[config.mk]
export PLATFORM = sky130hd
export DESIGN_NAME = centroid_tracker
export DESIGN_NICKNAME = d
export VERILOG_FILES = /design/src/rtl/centroid_tracker.sv
export SDC_FILE = /design/constraint.sdc
export NUM_CORES = 1
export LEC_CHECK = 0
export ABC_AREA = 1
export BUFFER_PORTS_ARGS = -buffer_cell sky130_fd_sc_hd__clkbuf_2
export CAP_MARGIN = 20
export CORE_MARGIN = 2
export CORE_UTILIZATION = 40
export DETAILED_ROUTE_END_ITERATION = 8
export PLACE_DENSITY = 0.56
export SLEW_MARGIN = 0
export SYNTH_ARGS = -nofsm -noshare
export SYNTH_HDL_FRONTEND = slang
export SYNTH_SLANG_ARGS = --single-unit
[constraint.sdc]
create_clock -name clk -period 4.35 [get_ports clk]
set_clock_uncertainty 0.05 [all_clocks]
set_input_delay 0.435 -clock clk [delete_from_list [all_inputs] [get_ports clk]]
set_output_delay 0.435 -clock clk [all_outputs]
set_load 0.01 [all_outputs]
[src/rtl/centroid_tracker.sv]
// Streaming object-centroid unit: per-frame count, coordinate sums and bounding box,
// followed by a restoring divider and a valid/ready result register.
module centroid_tracker #(
  parameter int FRAME_WIDTH  = 640,
  parameter int FRAME_HEIGHT = 480,
  parameter int COLOR_WIDTH  = 10,
  parameter int COORD_WIDTH  = 11,
  parameter int COUNT_WIDTH  = 19,
  parameter int SUM_WIDTH    = 30,
  parameter int MIN_PIXELS   = 16
) (
  input  logic                   clk,
  input  logic                   aresetn,
  input  logic                   pixel_valid,
  input  logic                   sof,
  input  logic [COLOR_WIDTH-1:0] pixel_data,
  input  logic [COLOR_WIDTH-1:0] threshold,
  output logic                   out_valid,
  input  logic                   out_ready,
  output logic                   object_found,
  output logic [COORD_WIDTH-1:0] x_position,
  output logic [COORD_WIDTH-1:0] y_position,
  output logic [COUNT_WIDTH-1:0] pixel_count,
  output logic [COORD_WIDTH-1:0] bbox_x_min,
  output logic [COORD_WIDTH-1:0] bbox_x_max,
  output logic [COORD_WIDTH-1:0] bbox_y_min,
  output logic [COORD_WIDTH-1:0] bbox_y_max,
  output logic [7:0]             drop_count,
  output logic [7:0]             sync_error_count
);
  localparam logic [1:0] IDLE = 2'd0, DIVIDE = 2'd1, HOLD = 2'd2;
  localparam logic [COORD_WIDTH-1:0] X_LAST = COORD_WIDTH'(FRAME_WIDTH - 1);
  localparam logic [COORD_WIDTH-1:0] Y_LAST = COORD_WIDTH'(FRAME_HEIGHT - 1);
  localparam logic [COORD_WIDTH-1:0] CMAX   = '1;
  localparam int DCW = $clog2(SUM_WIDTH + 1);

  logic [COORD_WIDTH-1:0] x_cnt, y_cnt, px, py;
  logic                   early_sof, is_obj, last_px;
  logic [COUNT_WIDTH-1:0] acc_cnt, b_cnt, nxt_cnt, snap_cnt;
  logic [SUM_WIDTH-1:0]   acc_xsum, acc_ysum, b_xsum, b_ysum, nxt_xsum, nxt_ysum, snap_xsum, snap_ysum;
  logic [COORD_WIDTH-1:0] acc_xmin, acc_xmax, acc_ymin, acc_ymax;
  logic [COORD_WIDTH-1:0] b_xmin, b_xmax, b_ymin, b_ymax;
  logic [COORD_WIDTH-1:0] nxt_xmin, nxt_xmax, nxt_ymin, nxt_ymax;
  logic [COORD_WIDTH-1:0] snap_xmin, snap_xmax, snap_ymin, snap_ymax;
  logic                   snap_vld;

  // An early sof restarts the frame at this very pixel, so it sees an empty accumulator.
  always_comb begin
    early_sof = pixel_valid && sof && (x_cnt != '0 || y_cnt != '0);
    px        = early_sof ? '0 : x_cnt;
    py        = early_sof ? '0 : y_cnt;
    is_obj    = pixel_valid && (pixel_data >= threshold);
    last_px   = pixel_valid && (px == X_LAST) && (py == Y_LAST);
    b_cnt     = early_sof ? '0 : acc_cnt;
    b_xsum    = early_sof ? '0 : acc_xsum;
    b_ysum    = early_sof ? '0 : acc_ysum;
    b_xmin    = early_sof ? CMAX : acc_xmin;
    b_xmax    = early_sof ? '0 : acc_xmax;
    b_ymin    = early_sof ? CMAX : acc_ymin;
    b_ymax    = early_sof ? '0 : acc_ymax;
    nxt_cnt   = b_cnt + COUNT_WIDTH'(is_obj);
    nxt_xsum  = b_xsum + (is_obj ? SUM_WIDTH'(px) : '0);
    nxt_ysum  = b_ysum + (is_obj ? SUM_WIDTH'(py) : '0);
    nxt_xmin  = (is_obj && px < b_xmin) ? px : b_xmin;
    nxt_xmax  = (is_obj && px > b_xmax) ? px : b_xmax;
    nxt_ymin  = (is_obj && py < b_ymin) ? py : b_ymin;
    nxt_ymax  = (is_obj && py > b_ymax) ? py : b_ymax;
  end

  always_ff @(posedge clk or negedge aresetn) begin
    if (!aresetn) begin
      x_cnt <= '0; y_cnt <= '0;
      acc_cnt <= '0; acc_xsum <= '0; acc_ysum <= '0;
      acc_xmin <= CMAX; acc_xmax <= '0; acc_ymin <= CMAX; acc_ymax <= '0;
      snap_vld <= 1'b0; snap_cnt <= '0; snap_xsum <= '0; snap_ysum <= '0;
      snap_xmin <= '0; snap_xmax <= '0; snap_ymin <= '0; snap_ymax <= '0;
      sync_error_count <= '0;
    end else begin
      snap_vld <= 1'b0;
      if (pixel_valid) begin
        if (early_sof && sync_error_count != 8'hFF) sync_error_count <= sync_error_count + 8'd1;
        x_cnt <= (px == X_LAST) ? '0 : px + COORD_WIDTH'(1);
        y_cnt <= (px != X_LAST) ? py : (py == Y_LAST) ? '0 : py + COORD_WIDTH'(1);
        if (last_px) begin
          snap_vld  <= 1'b1;
          snap_cnt  <= nxt_cnt;  snap_xsum <= nxt_xsum; snap_ysum <= nxt_ysum;
          snap_xmin <= nxt_xmin; snap_xmax <= nxt_xmax;
          snap_ymin <= nxt_ymin; snap_ymax <= nxt_ymax;
          acc_cnt  <= '0; acc_xsum <= '0; acc_ysum <= '0;
          acc_xmin <= CMAX; acc_xmax <= '0; acc_ymin <= CMAX; acc_ymax <= '0;
        end else begin
          acc_cnt  <= nxt_cnt;  acc_xsum <= nxt_xsum; acc_ysum <= nxt_ysum;
          acc_xmin <= nxt_xmin; acc_xmax <= nxt_xmax;
          acc_ymin <= nxt_ymin; acc_ymax <= nxt_ymax;
        end
      end
    end
  end

  logic [1:0]             state;
  logic [DCW-1:0]         div_cnt;
  logic [COUNT_WIDTH-1:0] divisor, x_rem, y_rem, x_rem_n, y_rem_n;
  logic [SUM_WIDTH-1:0]   x_quo, y_quo, x_quo_n, y_quo_n;
  logic [COUNT_WIDTH:0]   x_trial, y_trial, x_diff, y_diff;
  logic                   x_ge, y_ge, last_iter, snap_found, take, drop_evt;

  // Restoring divide: quotient bits shift into the low end as dividend bits leave the top.
  always_comb begin
    x_trial    = {x_rem, x_quo[SUM_WIDTH-1]};
    y_trial    = {y_rem, y_quo[SUM_WIDTH-1]};
    x_diff     = x_trial - {1'b0, divisor};
    y_diff     = y_trial - {1'b0, divisor};
    x_ge       = x_trial >= {1'b0, divisor};
    y_ge       = y_trial >= {1'b0, divisor};
    x_rem_n    = x_ge ? x_diff[COUNT_WIDTH-1:0] : x_trial[COUNT_WIDTH-1:0];
    y_rem_n    = y_ge ? y_diff[COUNT_WIDTH-1:0] : y_trial[COUNT_WIDTH-1:0];
    x_quo_n    = {x_quo[SUM_WIDTH-2:0], x_ge};
    y_quo_n    = {y_quo[SUM_WIDTH-2:0], y_ge};
    last_iter  = div_cnt == DCW'(SUM_WIDTH - 1);
    snap_found = snap_cnt >= COUNT_WIDTH'(MIN_PIXELS);
    take       = snap_vld && (state == IDLE || (state == HOLD && out_ready));
    drop_evt   = snap_vld && !take;
  end

  assign out_valid = (state == HOLD);

  always_ff @(posedge clk or negedge aresetn) begin
    if (!aresetn) begin
      state <= IDLE; div_cnt <= '0; divisor <= '0;
      x_rem <= '0; y_rem <= '0; x_quo <= '0; y_quo <= '0;
      object_found <= 1'b0; x_position <= '0; y_position <= '0; pixel_count <= '0;
      bbox_x_min <= '0; bbox_x_max <= '0; bbox_y_min <= '0; bbox_y_max <= '0;
      drop_count <= '0;
    end else begin
      if (drop_evt && drop_count != 8'hFF) drop_count <= drop_count + 8'd1;
      if (take) begin
        pixel_count <= snap_cnt;
        if (snap_found) begin
          state <= DIVIDE; object_found <= 1'b1;
          bbox_x_min <= snap_xmin; bbox_x_max <= snap_xmax;
          bbox_y_min <= snap_ymin; bbox_y_max <= snap_ymax;
          divisor <= snap_cnt; x_quo <= snap_xsum; y_quo <= snap_ysum;
          x_rem <= '0; y_rem <= '0; div_cnt <= '0;
        end else begin
          state <= HOLD; object_found <= 1'b0;
          x_position <= '0; y_position <= '0;
          bbox_x_min <= '0; bbox_x_max <= '0; bbox_y_min <= '0; bbox_y_max <= '0;
        end
      end else begin
        case (state)
          DIVIDE: begin
            x_rem <= x_rem_n; y_rem <= y_rem_n;
            x_quo <= x_quo_n; y_quo <= y_quo_n;
            div_cnt <= div_cnt + DCW'(1);
            if (last_iter) begin
              state      <= HOLD;
              x_position <= x_quo_n[COORD_WIDTH-1:0];
              y_position <= y_quo_n[COORD_WIDTH-1:0];
            end
          end
          HOLD:    if (out_ready) state <= IDLE;
          default: ;
        endcase
      end
    end
  end
endmodule

# After elaboration in Yosys (flattened, before gate mapping)

Index checks and enable logic that the tools add are counted.

Equal/unequal tests: 12
Magnitude comparators: 8
Muxes and demuxes: 60
Add/subtract/negate cells: 10
Reduce and logical (&&, ||, !) cells: 29

Operators by type and width:

| operator              | number |
|---|---|
| $mux 11               | 30 |
| $mux 30               | 10 |
| $mux 19               | 9 |
| $add 30x11->30        | 2 |
| $ge 20x19->1          | 2 |
| $sub 19x19->19        | 2 |
| $add 11x1->11 const B | 2 |
| $gt 11x11->1          | 2 |
| $lt 11x11->1          | 2 |
| $reduce_bool 11->1    | 2 |
| $add 19x1->19         | 1 |
| $ge 19x5->1 const B   | 1 |
| $add 8x1->8 const B   | 2 |
| $ne 8x8->1 const B    | 2 |
| $mux 5                | 3 |
| $logic_and 1x1->1     | 14 |
| $eq 11x10->1 const B  | 1 |
| $eq 11x9->1 const B   | 1 |
| $ne 11x10->1 const B  | 1 |
| $ge 10x10->1          | 1 |
| $mux 2                | 4 |
| $reduce_and 2->1      | 4 |
| $reduce_and 3->1      | 2 |
| $add 5x1->5 const B   | 1 |
| other kinds (13)      | 18 |

Word-level logic and storage cells: 153
Bits of input ports: 25
Bits in registers: 495
Output and inout bits: 103

# Longest topological paths before layout

Depth after elaboration: 9
Gate-level depth with buffers: 26
Mapped depth without buffers: 23

# Least setup slack after synthesis

No wires, ideal clock.

Kind: register to register
Start: reg y_cnt[6]
End: reg acc_ysum[26]
Setup time: 0.117 ns
Period minus slack after synthesis: 3.438 ns
Data required time: 4.183 ns
Arrival: 3.270 ns
Buffers on the path: 4
Stages on the path, launching flop included: 24
Path slack: 0.912 ns
Cell sequence: dfrtp_1 nor2_1 nand3_1 nor2_1 nand3_1 nand2_2 buf_6 inv_2 buf_2 buf_1 buf_1 nor2_1 ha_1 inv_1 fa_1 nand3b_1 nand3_1 nand4_1 nand2_1 nand3_1 nor2_1 nand3_1 nand3_1 nand2_1

Cells in the longest elaborated chain, start to end: 8
Elaborated cells on any way between the ends: 13
Classes of those cells: add/sub (1); eq/ne (2); mux (5); reduce/logical (5)

Ends and longest elaborated chain:

| what                                                                   | RTL line | RTL |
|---|---|---|
| start, declared                                                        | 37       | `logic [COORD_WIDTH-1:0] x_cnt, y_cnt, px, py;` |
| start signal, assigned                                                 | 83       | `y_cnt <= (px != X_LAST) ? py : (py == Y_LAST) ? '0 : py + COORD_WIDTH'(1);` |
| parallel branches: the longest is 7 deep, another holds $add 30x11->30 | --       |  |
| $mux 30 (*)                                                            | 84       | `if (last_px) begin` |
| end signal, assigned                                                   | 92       | `acc_cnt <= nxt_cnt; acc_xsum <= nxt_xsum; acc_ysum <= nxt_ysum;` |
| end, declared                                                          | 40       | `logic [SUM_WIDTH-1:0] acc_xsum, acc_ysum, b_xsum, b_ysum, nxt_xsum, nxt_ysum, snap_xsum, snap_ysum;` |

Every way passes the cells marked *.
A chain may end at the register's enable or synchronous reset.

# Final worst setup path

Start: reg y_cnt[9]
End: reg snap_ysum[29]

Cells in the longest elaborated chain, start to end: 8
Elaborated cells on any way between the ends: 13
Classes of those cells: add/sub (1); eq/ne (2); mux (4); reduce/logical (6)

Ends and longest elaborated chain:

| what                                                                   | RTL line | RTL |
|---|---|---|
| parallel branches: the longest is 8 deep, another holds $add 30x11->30 | --       |  |
| end signal, assigned                                                   | 86       | `snap_cnt <= nxt_cnt; snap_xsum <= nxt_xsum; snap_ysum <= nxt_ysum;` |
| end, declared                                                          | 40       |  |

Several ways; the timed one is not identified.

==> impl_metrics.xml <==
<?xml version="1.0" encoding="UTF-8"?>
<metrics>
  <group name="drt">
    <metric name="dr.first_iter.drc_count" unit="">1313</metric>
    <metric name="routed_wirelength" unit="um">70400</metric>
    <metric name="drt_drc_violations_left" unit="">0</metric>
    <metric name="drt_first_pass_iters" unit="">5</metric>
    <metric name="drtAntennaViolNets" unit="">0</metric>
    <metric name="route.vias.total" unit="">22100</metric>
    <metric name="avgRoutedWirePerCell" unit="um">16.1</metric>
    <metric name="drt-vias-per-instance" unit="">5.08</metric>
  </group>
  <group name="global_route">
    <metric name="groute.layer.met3.usage" unit="">0.0283</metric>
    <metric name="global_route.overflow_total" unit="">0</metric>
    <metric name="grt_max_degree" unit="">106</metric>
    <metric name="top_usage_layer" unit="">met2</metric>
    <metric name="vias_in_the_first_global_route" unit="">21500</metric>
    <metric name="initial_antenna_violation_count" unit="">0</metric>
    <metric name="grt_util_all_layers" unit="">0.209</metric>
    <metric name="gr-usage-met1" unit="">0.308</metric>
    <metric name="wire_length_of_the_first_global_routing_pass" unit="um">116000</metric>
    <metric name="grt_use_met2" unit="">0.325</metric>
  </group>
  <group name="pwr">
    <metric name="power_density" unit="mW/mm^2">377</metric>
    <metric name="net_switching_share_of_the_total_power" unit="">0.269</metric>
    <metric name="total_power" unit="mW">11.4</metric>
    <metric name="sw_pwr" unit="mW">3.06</metric>
    <metric name="clock_power_share" unit="">0.447</metric>
    <metric name="p_int" unit="mW">8.34</metric>
    <metric name="power.sequential.fraction" unit="">0.434</metric>
    <metric name="power.share.combinational" unit="">0.119</metric>
    <metric name="power.ir.vdd_worst" unit="mV">0.358</metric>
    <metric name="p_leak" unit="nW">15.0</metric>
  </group>
  <group name="timing">
    <metric name="rsz0062_at_grt" unit="">false</metric>
    <metric name="report.final.setup_viol" unit="">0</metric>
    <metric name="timing.slew.headroom" unit="">0.393</metric>
    <metric name="period_minus_slack" unit="ns">3.92</metric>
    <metric name="fmax" unit="MHz">255</metric>
    <metric name="finalCritPeriodShare" unit="">0.901</metric>
    <metric name="report.final.slew_viol_count" unit="">0</metric>
    <metric name="final_hold_viol_count" unit="">0</metric>
    <metric name="worst-slew-pin-transition" unit="ns">0.910</metric>
    <metric name="timing.setup.tns" unit="ns">0</metric>
  </group>
  <group name="worst_setup_path">
    <metric name="worstSetupStartpoint" unit="">y_cnt[9]</metric>
    <metric name="path_class" unit="">flip-flop to flip-flop</metric>
    <metric name="reg2reg_setup_slack" unit="ns">0.43</metric>
    <metric name="worstReg2RegStart" unit="">y_cnt[9]</metric>
    <metric name="reg2reg_depth" unit="">20</metric>
    <metric name="critical_path_source_type" unit="">flip-flop</metric>
    <metric name="cp_data_arrival_time" unit="ns">4.37</metric>
    <metric name="timing.critical_path.to" unit="">snap_ysum[29]</metric>
    <metric name="timing.critical_path.to_type" unit="">flip-flop</metric>
    <metric name="rr_endpoint" unit="">snap_ysum[29]</metric>
    <metric name="worstPathRequired" unit="ns">4.80</metric>
    <metric name="path_max_fanout" unit="">77</metric>
  </group>
  <group name="layout">
    <metric name="fin_cells" unit="">4358</metric>
    <metric name="layout_commonest_cell" unit="">sky130_fd_sc_hd__nand2_1</metric>
    <metric name="multi_input_comb_area" unit="sq mm">0.0124</metric>
    <metric name="n_fill_cell" unit="">6626</metric>
    <metric name="nets" unit="">3598</metric>
    <metric name="n_antenna_cell" unit="">0</metric>
    <metric name="ratio_of_cells_with_drive_above_1_in_the_final_layout" unit="">0.0967</metric>
    <metric name="final_core_util" unit="">0.460</metric>
    <metric name="register_area" unit="sq mm">0.0124</metric>
    <metric name="areaGrowthSynthToFinish" unit="%">14.0</metric>
    <metric name="layout_common_cells" unit="">sky130_fd_sc_hd__nand2_1 (979), sky130_fd_sc_hd__dfrtp_1 (473), sky130_fd_sc_hd__nor2_1 (331)</metric>
  </group>
  <group name="yosys">
    <metric name="synth.ff_latch_count" unit="">495</metric>
    <metric name="ys_seq_area_frac" unit="">0.468</metric>
    <metric name="synthesis.yosys.warnings" unit="">0</metric>
    <metric name="synth.distinct_cells" unit="">47</metric>
    <metric name="syn-num-nets" unit="">3503</metric>
    <metric name="synth_area" unit="sq mm">0.0265</metric>
    <metric name="synth_edf_count" unit="">0</metric>
    <metric name="syn-mean-instance-area" unit="sq um">7.91</metric>
    <metric name="synth-async-reset-ratio" unit="">1.00</metric>
    <metric name="syn_inst" unit="">3351</metric>
    <metric name="synthFlopType" unit="">sky130_fd_sc_hd__dfrtp_1</metric>
  </group>
  <group name="floorplan">
    <metric name="floorplan.die.height" unit="um">261</metric>
    <metric name="design.core.area" unit="sq mm">0.0656</metric>
    <metric name="ioPinCount" unit="">128</metric>
    <metric name="die_width" unit="um">261</metric>
    <metric name="placement_rows" unit="">94</metric>
    <metric name="starting_density" unit="">0.404</metric>
    <metric name="floorplan.die_area" unit="sq mm">0.0683</metric>
  </group>
  <group name="status">
    <metric name="run_status" unit="">finished, final reports clean</metric>
  </group>
  <group name="placed_design">
    <metric name="place.gp.congestion" unit="">0.916</metric>
    <metric name="cell_count_after_placement" unit="">4250</metric>
    <metric name="numPortBuffers" unit="">127</metric>
    <metric name="dpl.hpwl" unit="um">48800</metric>
  </group>
  <group name="clock_network">
    <metric name="cts_tree" unit="">done</metric>
    <metric name="ctsLongestPathBuffers" unit="">3</metric>
    <metric name="htree_levels" unit="">2</metric>
    <metric name="clkSlewWorstSetupHoldPaths" unit="ns">0.06</metric>
    <metric name="postCtsSetupRepairBufs" unit="">0</metric>
    <metric name="clkSinkCount" unit="">495</metric>
    <metric name="worst_skew_pair.late_latency" unit="ns">0.63</metric>
    <metric name="inserted_clock_buffers" unit="">57</metric>
    <metric name="root_buffer" unit="">sky130_fd_sc_hd__clkbuf_16</metric>
  </group>
  <group name="worst_hold_path">
    <metric name="hold_class" unit="">primary input to flip-flop</metric>
  </group>
  <group name="run">
    <metric name="timing.max_cap.violations" unit="">0</metric>
  </group>
</metrics>
how the worst min path moves through the flow:
stage | start | end | slack [ns] | cells after the start
floorplan | aresetn | acc_cnt[0] | 0.09 | 0
global placement | pixel_count[4] | pixel_count[4] | 0.40 | 2
detailed placement | pixel_count[4] | pixel_count[4] | 0.41 | 2
CTS | out_ready | state[0] | 0.11 | 4
global route | out_ready | state[0] | 0.16 | 4
finish | out_ready | state[0] | 0.16 | 4
registers in the layout, summed over array words and instances, names as in the netlist, 30 cells and up:
signal and cells:
x_quo 30, snap_xsum 30, y_quo 30, snap_ysum 30, acc_xsum 30, acc_ysum 30
power by group through the flow:
stage / sequential (mW) / combinational [mW] / clock, mW
3_5_place_dp: 5.03 / 1.37 / 0
5_1_grt: 4.97 / 1.58 / 5.40
4_1_cts: 4.95 / 1.38 / 5.21
3_3_place_gp: 5.03 / 1.37 / 0
2_1_floorplan: 5.01 / 0.944 / 0
6_report: 4.95 / 1.36 / 5.09
per-stage QoR:
step	setup slack [ns]	hold slack, ns	cell area (sq um)
floorplan	0.912	0.0894	26500
global placement	0.469	0.404	28200
detailed placement	0.414	0.411	28200
CTS	0.448	0.114	30200
global route	0.106	0.157	30200
finish	0.431	0.156	30200
logic make-up (layout without fill, tap and decap cells):
| kind of cell | count (synthesis) | in the layout | share of synthesized area |
|---|---|---|---|
| adder cells (fa/ha/maj) | 127 | 127 | 0.0611 |
| buffers and inverters | 432 | 575 | 0.0651 |
| AO/OA/AOI/OAI | 570 | 570 | 0.122 |
| flip-flops | 495 | 495 | 0.468 |
| AND/OR/NAND/NOR | 1627 | 1627 | 0.250 |
| XOR/XNOR | 100 | 100 | 0.0330 |
critical path, cell delays in order (launching register included):
cell and delay [ns]:
sky130_fd_sc_hd__dfrtp_1 0.45, sky130_fd_sc_hd__nor2_1 0.13, sky130_fd_sc_hd__nand2_1 0.05, sky130_fd_sc_hd__nor2_1 0.14, sky130_fd_sc_hd__nand3_1 0.14, sky130_fd_sc_hd__nand2_4 0.10
sky130_fd_sc_hd__buf_12 0.32, sky130_fd_sc_hd__nand2_1 0.25, sky130_fd_sc_hd__nor2_1 0.26, sky130_fd_sc_hd__ha_1 0.31, sky130_fd_sc_hd__a21o_1 0.19, sky130_fd_sc_hd__nor2_1 0.25
sky130_fd_sc_hd__nor2_1 0.07, sky130_fd_sc_hd__nor2_1 0.32, sky130_fd_sc_hd__nor2_1 0.15, sky130_fd_sc_hd__nand3_1 0.21, sky130_fd_sc_hd__inv_1 0.08, sky130_fd_sc_hd__nand2_1 0.07
sky130_fd_sc_hd__nand2_1 0.06, sky130_fd_sc_hd__nand3_1 0.09, sky130_fd_sc_hd__nand2_1 0.06
metal layers:
layer / vias up / part of all wire
met5: - / 0
met1: 10500 / 0.50
li1: 11200 / -
met4: 0 / 0.019
met3: 97 / 0.041
met2: 388 / 0.44
synthesized netlist by cell type (45+ instances only):
cell type,count,area [sq um]
sky130_fd_sc_hd__nand3_1,218,1090
sky130_fd_sc_hd__nor2_1,332,1250
sky130_fd_sc_hd__inv_1,271,1020
sky130_fd_sc_hd__a21oi_1,93,465
sky130_fd_sc_hd__nand2_1,980,3680
sky130_fd_sc_hd__o21ai_1,79,395
sky130_fd_sc_hd__xor2_1,69,604
sky130_fd_sc_hd__ha_1,123,1540
sky130_fd_sc_hd__dfrtp_1,473,11800
sky130_fd_sc_hd__a31oi_1,45,282
sky130_fd_sc_hd__a22o_1,45,394
sky130_fd_sc_hd__o21ai_0,233,1170
sky130_fd_sc_hd__clkbuf_1,92,345
sky130_fd_sc_hd__nand4_1,47,294
cell type report:
class,count,area share
clock inverters,33,0.0136
inverters,282,0.0353
repair buffers,186,0.0419
well taps,864,0.0358
flip-flops and latches,495,0.411
multi-input cells,2424,0.410
clock buffers,74,0.0523
timing repair:
action / 4_1_cts / 5_1_grt
hold endpoints to repair: 90 / 0
gates resized for setup: 0 / 0
hold buffers: 1 / 0
Power figures use the tool's default switching activity.
